$ cat src/rtl/uart_input_loader.sv
// Assembles framed UART bytes (0x02 start + payload) into a parallel input vector
// and forwards every other idle-time byte as a command. Define INPUT_LOADER_CHECKSUM_EN
// to append and verify an XOR checksum byte after the payload.
module uart_input_loader #(
  parameter int NUM_INPUTS = 10,
  parameter int NUM_BYTES  = (NUM_INPUTS + 7) / 8,
  parameter int TIMEOUT    = 1000000
) (
  input  logic                  i_clk,
  input  logic                  i_rst,
  input  logic                  i_rx_valid,
  input  logic [7:0]            i_rx_data,
  output logic [NUM_INPUTS-1:0] o_inputs,
  output logic                  o_update,
  output logic                  o_cmd_valid,
  output logic [7:0]            o_cmd,
  output logic                  o_busy,
  output logic                  o_err
);

  localparam int IDX_W = (NUM_BYTES > 1) ? $clog2(NUM_BYTES) : 1;
  localparam int CNT_W = $clog2(TIMEOUT + 1);
  localparam logic [IDX_W-1:0] LAST_IDX   = IDX_W'(NUM_BYTES - 1);
  localparam logic [CNT_W-1:0] GAP_LAST   = CNT_W'(TIMEOUT - 1);
  localparam logic [7:0]       START_BYTE = 8'h02;

`ifdef INPUT_LOADER_CHECKSUM_EN
  typedef enum logic [1:0] {S_IDLE, S_PAYLOAD, S_CHECK, S_COMMIT} state_t;
`else
  typedef enum logic [1:0] {S_IDLE, S_PAYLOAD, S_COMMIT} state_t;
`endif

  state_t                  state;
  logic                    rx_valid_q;
  logic                    accept;
  logic [IDX_W-1:0]        byte_idx;
  logic [CNT_W-1:0]        gap_cnt;
  logic [NUM_INPUTS-1:0]   shadow;
  logic [NUM_INPUTS-1:0]   shadow_next;
`ifdef INPUT_LOADER_CHECKSUM_EN
  logic [7:0]              csum;
`endif

  // One byte per rising edge of the receiver flag, however long it is held.
  assign accept = i_rx_valid & ~rx_valid_q;
  assign o_busy = (state != S_IDLE);

  // Byte k lands on bits [8k+7:8k]; bits at or above NUM_INPUTS simply do not exist.
  for (genvar i = 0; i < NUM_INPUTS; i++) begin : g_shadow_bit
    assign shadow_next[i] = (byte_idx == IDX_W'(i / 8)) ? i_rx_data[i % 8] : shadow[i];
  end

  // NOTE: every register here uses non-blocking assignment so all updates see pre-edge values.
  always_ff @(posedge i_clk) begin
    if (i_rst) begin
      state       <= S_IDLE;
      rx_valid_q  <= 1'b0;
      byte_idx    <= '0;
      gap_cnt     <= '0;
      shadow      <= '0;
      o_inputs    <= '0;
      o_update    <= 1'b0;
      o_cmd_valid <= 1'b0;
      o_cmd       <= 8'h00;
      o_err       <= 1'b0;
`ifdef INPUT_LOADER_CHECKSUM_EN
      csum        <= 8'h00;
`endif
    end else begin
      rx_valid_q  <= i_rx_valid;
      o_update    <= 1'b0;
      o_cmd_valid <= 1'b0;

      case (state)
        S_IDLE: begin
          if (accept) begin
            if (i_rx_data == START_BYTE) begin
              shadow   <= '0;
              byte_idx <= '0;
              gap_cnt  <= '0;
`ifdef INPUT_LOADER_CHECKSUM_EN
              csum     <= 8'h00;
`endif
              state    <= S_PAYLOAD;
            end else begin
              o_cmd       <= i_rx_data;
              o_cmd_valid <= 1'b1;
            end
          end
        end

        S_PAYLOAD: begin
          if (accept) begin
            shadow  <= shadow_next;
            gap_cnt <= '0;
`ifdef INPUT_LOADER_CHECKSUM_EN
            csum    <= csum ^ i_rx_data;
`endif
            if (byte_idx == LAST_IDX) begin
`ifdef INPUT_LOADER_CHECKSUM_EN
              state <= S_CHECK;
`else
              state <= S_COMMIT;
`endif
            end else begin
              byte_idx <= byte_idx + 1'b1;
            end
          end else if (gap_cnt == GAP_LAST) begin
            o_err   <= 1'b1;
            shadow  <= '0;
            gap_cnt <= '0;
            state   <= S_IDLE;
          end else begin
            gap_cnt <= gap_cnt + 1'b1;
          end
        end

`ifdef INPUT_LOADER_CHECKSUM_EN
        S_CHECK: begin
          if (accept) begin
            gap_cnt <= '0;
            if (i_rx_data == csum) begin
              state <= S_COMMIT;
            end else begin
              o_err  <= 1'b1;
              shadow <= '0;
              state  <= S_IDLE;
            end
          end else if (gap_cnt == GAP_LAST) begin
            o_err   <= 1'b1;
            shadow  <= '0;
            gap_cnt <= '0;
            state   <= S_IDLE;
          end else begin
            gap_cnt <= gap_cnt + 1'b1;
          end
        end
`endif

        S_COMMIT: begin
          o_inputs <= shadow;
          o_update <= 1'b1;
          state    <= S_IDLE;
        end

        default: state <= S_IDLE;
      endcase
    end
  end

endmodule

$ cat config.mk
export PLATFORM = sky130hd
export DESIGN_NAME = uart_input_loader
export DESIGN_NICKNAME = d
export VERILOG_FILES = /design/src/rtl/uart_input_loader.sv
export SDC_FILE = /design/constraint.sdc
export NUM_CORES = 1
export LEC_CHECK = 0
export CORE_ASPECT_RATIO = 0.6
export CORE_MARGIN = 2
export CORE_UTILIZATION = 30
export CTS_CLUSTER_DIAMETER = 150
export DETAILED_ROUTE_END_ITERATION = 8
export PLACE_DENSITY_LB_ADDON = 0.2
export SETUP_SLACK_MARGIN = 0.15
export SYNTH_ARGS = -nofsm -noshare
export SYNTH_HDL_FRONTEND = slang
export SYNTH_SLANG_ARGS = --single-unit
$ cat constraint.sdc
create_clock -name i_clk -period 2.4 [get_ports i_clk]
set_input_delay 0.36 -clock i_clk [delete_from_list [all_inputs] [get_ports i_clk]]
set_output_delay 0.36 -clock i_clk [all_outputs]
set_load 0.01 [all_outputs]
Word level (Yosys, flattened, before mapping)
Cells that the tools add are included.
{"block": "word_totals", "word_cells": 72, "reg_bits": 55}
{"block": "classes", "n_eq_ne": 10, "reduce_logical": 11, "add_sub_neg": 2, "bitwise_logic": 5, "n_mux": 33}
{"operator": "2-to-1 mux 20 bit", "count": 4}
{"operator": "2-to-1 mux 10 bit", "count": 4}
{"operator": "one-hot mux 20 bit (2 select lines)", "count": 1}
{"operator": "adder 20 x 1 -> 20 bit (second input constant)", "count": 1}
{"operator": "equality test 20 bit (second input constant)", "count": 1}
{"operator": "one-hot mux 10 bit (2 select lines)", "count": 1}
{"operator": "2-to-1 mux 1 bit", "count": 16}
{"operator": "2-to-1 mux 2 bit", "count": 5}
{"operator": "AND reduction 5 bit", "count": 2}
{"operator": "!= test 3 bit (second input constant)", "count": 3}
{"operator": "AND reduction 3 bit", "count": 3}
{"operator": "equality test 8 x 2 -> 1 bit (second input constant)", "count": 1}
{"operator": "AND reduction 4 bit", "count": 2}
{"operator": "!= test 2 bit (second input constant)", "count": 3}
{"operator": "inverter 1 bit", "count": 4}
{"operator": "one-hot mux 2 bit (2 select lines)", "count": 1}
{"operator": "nonzero test 2 bit", "count": 2}
{"operator": "OR reduction 3 bit", "count": 1}
{"operator": "equality test 2 x 1 -> 1 bit (second input constant)", "count": 1}
{"operator": "equality test 2 bit (second input constant)", "count": 1}
{"operator": "logical NOT 2 bit", "count": 1}
{"operator": "one-hot mux 1 bit (2 select lines)", "count": 1}
{"operator": "adder 1 bit (second input constant)", "count": 1}
{"operator": "bitwise AND 1 bit", "count": 1}

Longest topological paths before layout
{"block": "logic_depth", "depth_word": 4, "ltp_mapped": 8}

Least setup slack after synthesis
No wires, ideal clock.
{"block": "synth_timing", "path_type": "reg2reg", "from": "reg gap_cnt[0]", "to": "reg shadow[8]", "path_slack_ns": 0.433, "stages_incl_launch_ff": 8, "t_arrival_ns": 1.845, "n_path_buf": 1, "setup_time_ns": 0.122, "t_required_ns": 2.278, "synth_period_minus_slack_ns": 1.967, "path_cell_list": "dfxtp_1 -> ha_1 -> and3_2 -> nand3_2 -> or4_1 -> buf_6 -> a211oi_2 -> o21ai_1"}
{"block": "synth_via", "elab_chain_len": 3}
{"item": "start, declared", "line_no": "37", "text": "logic [CNT_W-1:0] gap_cnt;"}
{"item": "start signal, assigned", "line_no": "114", "text": "gap_cnt <= gap_cnt + 1'b1;"}
{"item": "equality test 20 bit", "line_no": "108", "text": "end else if (gap_cnt == GAP_LAST) begin"}
{"item": "!= test 3 bit (no source line)"}
{"item": "AND reduction 5 bit (no source line)"}
{"item": "end signal, assigned", "line_no": "94", "text": "shadow <= shadow_next;"}
{"item": "end, declared", "line_no": "38", "text": "logic [NUM_INPUTS-1:0] shadow;"}
No other way between the ends.
A chain may end at the register's enable or synchronous reset.

Worst setup path in the final report
{"block": "layout_timing", "from": "reg gap_cnt[17]", "to": "reg shadow[5]"}
Same word-level chain as after synthesis.

==> results.py <==
metrics = {
    "synth": {
        "yosys-mux-area-fraction_pct": 3.80,
        "ys_async_sr_fraction_pct": 0,
        "synth_seq_cells": 55,
        "postSynthAreaPerCell_um2": 8.76,
        "ys.flop_type": "sky130_fd_sc_hd__dfxtp_1",
        "syn-cell-area_mm2": 0.00240,
        "synthXorXnorAreaFrac_pct": 3.65,
        "synth-adder-area-share_pct": 0.521,
        "synth-seq-area-share_pct": 45.9,
        "yosys.area_share.simple_pct": 28.6,
        "synth_nets": 286,
        "number_of_flops_mapped_to_enable_cells_by_yosys": 0,
        "synth_compound_area_share_pct": 13.8,
        "yosys_warnings": 0,
        "synth_top_family_by_area": "simple AND/OR/NAND/NOR gates",
        "yosys.cell_types.count": 50,
        "post_synth_inst_count": 274,
    },
    "pwr": {
        "cellLeakagePower_nw": 1.05,
        "power-per-cell-area_mw_per_mm2": 568,
        "power.ir.vdd_worst_uv": 285,
    },
    "timing": {
        "layout_worst_path_cycle_share_pct": 89.5,
        "worst_max_slew_margin_expressed_relative_to_the_limit_pct": 41.2,
        "max_clock_freq_ghz": 0.466,
        "timing.final.crit_period_ns": 2.15,
        "slew_viol_final": 0,
        "max_slew.worst_pin.slew_ns": 0.878,
        "fin_worst_skew_ns": 0.00823,
        "grt_setup_unrepaired": "false",
        "report.final.setup_viol": 0,
        "whs_ns": 0.454,
        "final_number_of_hold_violating_endpoints": 0,
    },
    "clock_network": {
        "cts_tree": "yes",
        "cts.clk_slew.worst_paths_ns": 0.07,
        "ctsHoldBuffers": 0,
        "clkLatencyLatePin_ns": 0.29,
        "postCtsSetupBuffers": 0,
        "cts_root_buffer": "sky130_fd_sc_hd__clkbuf_16",
        "htree_num_levels": 2,
        "cts.sink_count": 55,
        "cts_made_buffers": 5,
        "clockBufferDepth": 2,
    },
    "grt": {
        "grt.overflow.total": 0,
        "grt_antenna_before_repair": 0,
        "grt_max_degree": 30,
        "grtUsageTotal_pct": 14.1,
        "grt_first_pass_wirelength_mm": 9.60,
        "first_global_vias": 1839,
    },
    "placement": {
        "globalplace.congestion": 0.736,
        "port-buffer-count": 32,
        "place_hpwl_mm": 4.28,
        "dpl-instance-area_mm2": 0.00292,
    },
    "detailed_routing": {
        "drc": 0,
        "routed_wire_length_per_instance_um": 13.7,
        "detail_route.vias_per_cell": 4.73,
        "antenna_left": 0,
        "dr.pass1.iters": 5,
        "via_count": 2018,
        "drt_wl_total_mm": 5.85,
        "iteration_0_drc_count_of_the_detailed_router": 142,
    },
    "worst_hold_path": {
        "hold_depth": 2,
        "worst_hold_startpoint": "o_inputs[6]$_SDFFE_PP0P_",
        "worst_min_path_class": "reg2reg",
        "worst_min_delay_path_endpoint": "o_inputs[6]$_SDFFE_PP0P_",
    },
    "die": {
        "fp.coreArea_mm2": 0.00782,
        "core.rowCount": 25,
        "ios": 33,
        "floorplan.initialDensity_pct": 30.7,
        "die_y_um": 73.3,
        "die_area_mm2": 0.00876,
        "die_width_um": 119,
    },
    "cells_and_area": {
        "multi_input_comb_area_mm2": 0.00124,
        "areaGrowthSynthToFinish_pct": 28.7,
        "ant_diodes": 0,
        "regArea_mm2": 0.00110,
        "layout-drive-gt1-share_pct": 14.7,
        "design_area_mm2": 0.00309,
        "n_fill_cell": 797,
        "fin_nets": 330,
    },
    "critical_path": {
        "critical_path_sink_type": "flip-flop",
        "worst_r2r_path_depth": 5,
        "worstPathRequired_ns": 2.56,
        "crit_path_start_kind": "flip-flop",
        "crit-reg2reg-launch": "gap_cnt[17]$_SDFFE_PP0P_",
        "timing.rr.end": "shadow[5]$_SDFFE_PP0P_",
        "crit_arrival_ns": 2.31,
        "path_class": "reg2reg",
        "reg2reg_slack_ns": 0.25,
        "worst_path_max_fanout": 8,
    },
    "flow_run": {
        "cap_viol_max_count": 0,
    },
    "outcome": {
        "run_status": "complete, no violations",
    },
}
==> how the worst max path moves through the flow <==
stage                        endpoint  cells after the start                     start  slack [ns]
3_3_place_gp   shadow[4]$_SDFFE_PP0P_                      8              i_rx_data[4]       -0.09
6_report       shadow[5]$_SDFFE_PP0P_                      5  gap_cnt[17]$_SDFFE_PP0P_        0.25
2_1_floorplan  shadow[8]$_SDFFE_PP0P_                      7   gap_cnt[0]$_SDFFE_PP0P_        0.43
3_5_place_dp   shadow[5]$_SDFFE_PP0P_                      8              i_rx_data[4]       -0.13
4_1_cts        shadow[5]$_SDFFE_PP0P_                      8              i_rx_data[4]        0.16
5_1_grt        shadow[5]$_SDFFE_PP0P_                      5  gap_cnt[17]$_SDFFE_PP0P_        0.16
==> cell usage in the layout (no fill, tap or decap), drive strengths merged, types with 2 or more instances in the layout <==
cell,n
dfxtp,55
nand2,47
clkdlybuf4s50,32
nor2,24
buf,19
a21oi,16
nand2b,15
o21ai,11
a31oi,9
xnor2,9
mux2i,8
nand4,7
nor4,7
nor2b,6
a22o,6
clkbuf,6
nor3,4
nand3,4
nor3b,3
or2,2
nor4b,2
and2,2
nand4b,2
a21o,2
and3,2
a211oi,2
and4,2
==> critical path, cell delays in order (launching register included) <==
cell                      delay [ns]
sky130_fd_sc_hd__dfxtp_1        0.41
sky130_fd_sc_hd__nand4_1        0.13
sky130_fd_sc_hd__or4b_1         0.56
sky130_fd_sc_hd__or4_4          0.51
sky130_fd_sc_hd__a21oi_4        0.27
sky130_fd_sc_hd__o21ai_0        0.15
==> cell type report <==
| class | instances | area share [%] |
|---|---|---|
| clock buffer | 6 | 4.17 |
| inverter | 1 | 0.122 |
| multi-input combinational | 204 | 40.3 |
| clock inverter | 2 | 0.405 |
| timing repair buffer | 51 | 15.0 |
| tap | 108 | 4.37 |
| sequential | 55 | 35.6 |
==> where the power goes <==
group	total (mW)	switching (mW)	leakage (nW)	internal, mW
combinational	0.109	0.0494	0.538	0.0592
sequential	0.928	0.00578	0.445	0.922
clock	0.717	0.331	0.0669	0.386
total	1.75	0.386	1.05	1.37
==> layer usage <==
layer | vias up | global-route usage [%] | part of all wire (%)
li1 | 1049 | - | -
met2 | 29 | 17.1 | 34
met3 | 2 | 4.11 | 4.7
met1 | 938 | 22.8 | 60
met5 | - | 0 | 0
met4 | 0 | 3.53 | 0.68
==> cell families (layout without fill, tap and decap cells) <==
logic type / Yosys count / count (layout)
compound gates: 50 / 50
mux: 9 / 9
buf+inv: 15 / 60
flops: 55 / 55
xor+xnor: 10 / 10
fa+ha+maj: 1 / 1
simple gates: 134 / 134
==> metrics by stage <==
stage	setup TNS, ns	std cells	setup slack, ns	utilization [%]	power [mW]
after floorplan	0	274	0.433	-	0.994
after global placement	-1.11	419	-0.0915	37.3	1.06
after detailed placement	-1.36	419	-0.133	37.3	1.06
after CTS	0	427	0.163	39.1	1.77
after global routing	0	427	0.157	39.5	1.82
final	0	427	0.253	39.5	1.75
==> sequential cells by signal, indices dropped and copies added (netlist names) <==
| name | count |
|---|---|
| o_cmd_valid | 1 |
| byte_idx | 1 |
| state | 2 |
| rx_valid_q | 1 |
| o_err | 1 |
| o_inputs | 10 |
| o_cmd | 8 |
| gap_cnt | 20 |
| o_update | 1 |
| shadow | 10 |
==> synthesized netlist by cell type, types with 2 or more instances <==
master / number / area [um^2]
sky130_fd_sc_hd__dfxtp_1: 55 / 1100
sky130_fd_sc_hd__nand2_1: 47 / 176
sky130_fd_sc_hd__nor2_1: 24 / 90.1
sky130_fd_sc_hd__nand2b_1: 15 / 93.8
sky130_fd_sc_hd__a21oi_1: 14 / 70.1
sky130_fd_sc_hd__a31oi_1: 9 / 56.3
sky130_fd_sc_hd__o21ai_0: 9 / 45.0
sky130_fd_sc_hd__xnor2_1: 9 / 78.8
sky130_fd_sc_hd__mux2i_1: 8 / 80.1
sky130_fd_sc_hd__nand4_1: 7 / 43.8
sky130_fd_sc_hd__nor4_1: 7 / 43.8
sky130_fd_sc_hd__clkbuf_1: 6 / 22.5
sky130_fd_sc_hd__nor2b_1: 6 / 37.5
sky130_fd_sc_hd__a22o_1: 5 / 43.8
sky130_fd_sc_hd__nor3_1: 4 / 20.0
sky130_fd_sc_hd__buf_2: 3 / 15.0
sky130_fd_sc_hd__buf_6: 3 / 33.8
sky130_fd_sc_hd__nand3_1: 3 / 15.0
sky130_fd_sc_hd__nor3b_1: 3 / 22.5
sky130_fd_sc_hd__a21o_1: 2 / 15.0
sky130_fd_sc_hd__and2_1: 2 / 12.5
sky130_fd_sc_hd__nand4b_1: 2 / 17.5
sky130_fd_sc_hd__nor4b_1: 2 / 17.5
sky130_fd_sc_hd__o21ai_1: 2 / 10.0
sky130_fd_sc_hd__or2_2: 2 / 12.5
==> repair_timing <==
| action | in CTS | in global routing |
|---|---|---|
| gates resized for setup | 1 | 6 |
| pin swaps | 0 | 0 |
| endpoints found under the setup margin | 1 | 21 |
Power figures use the tool's default switching activity.
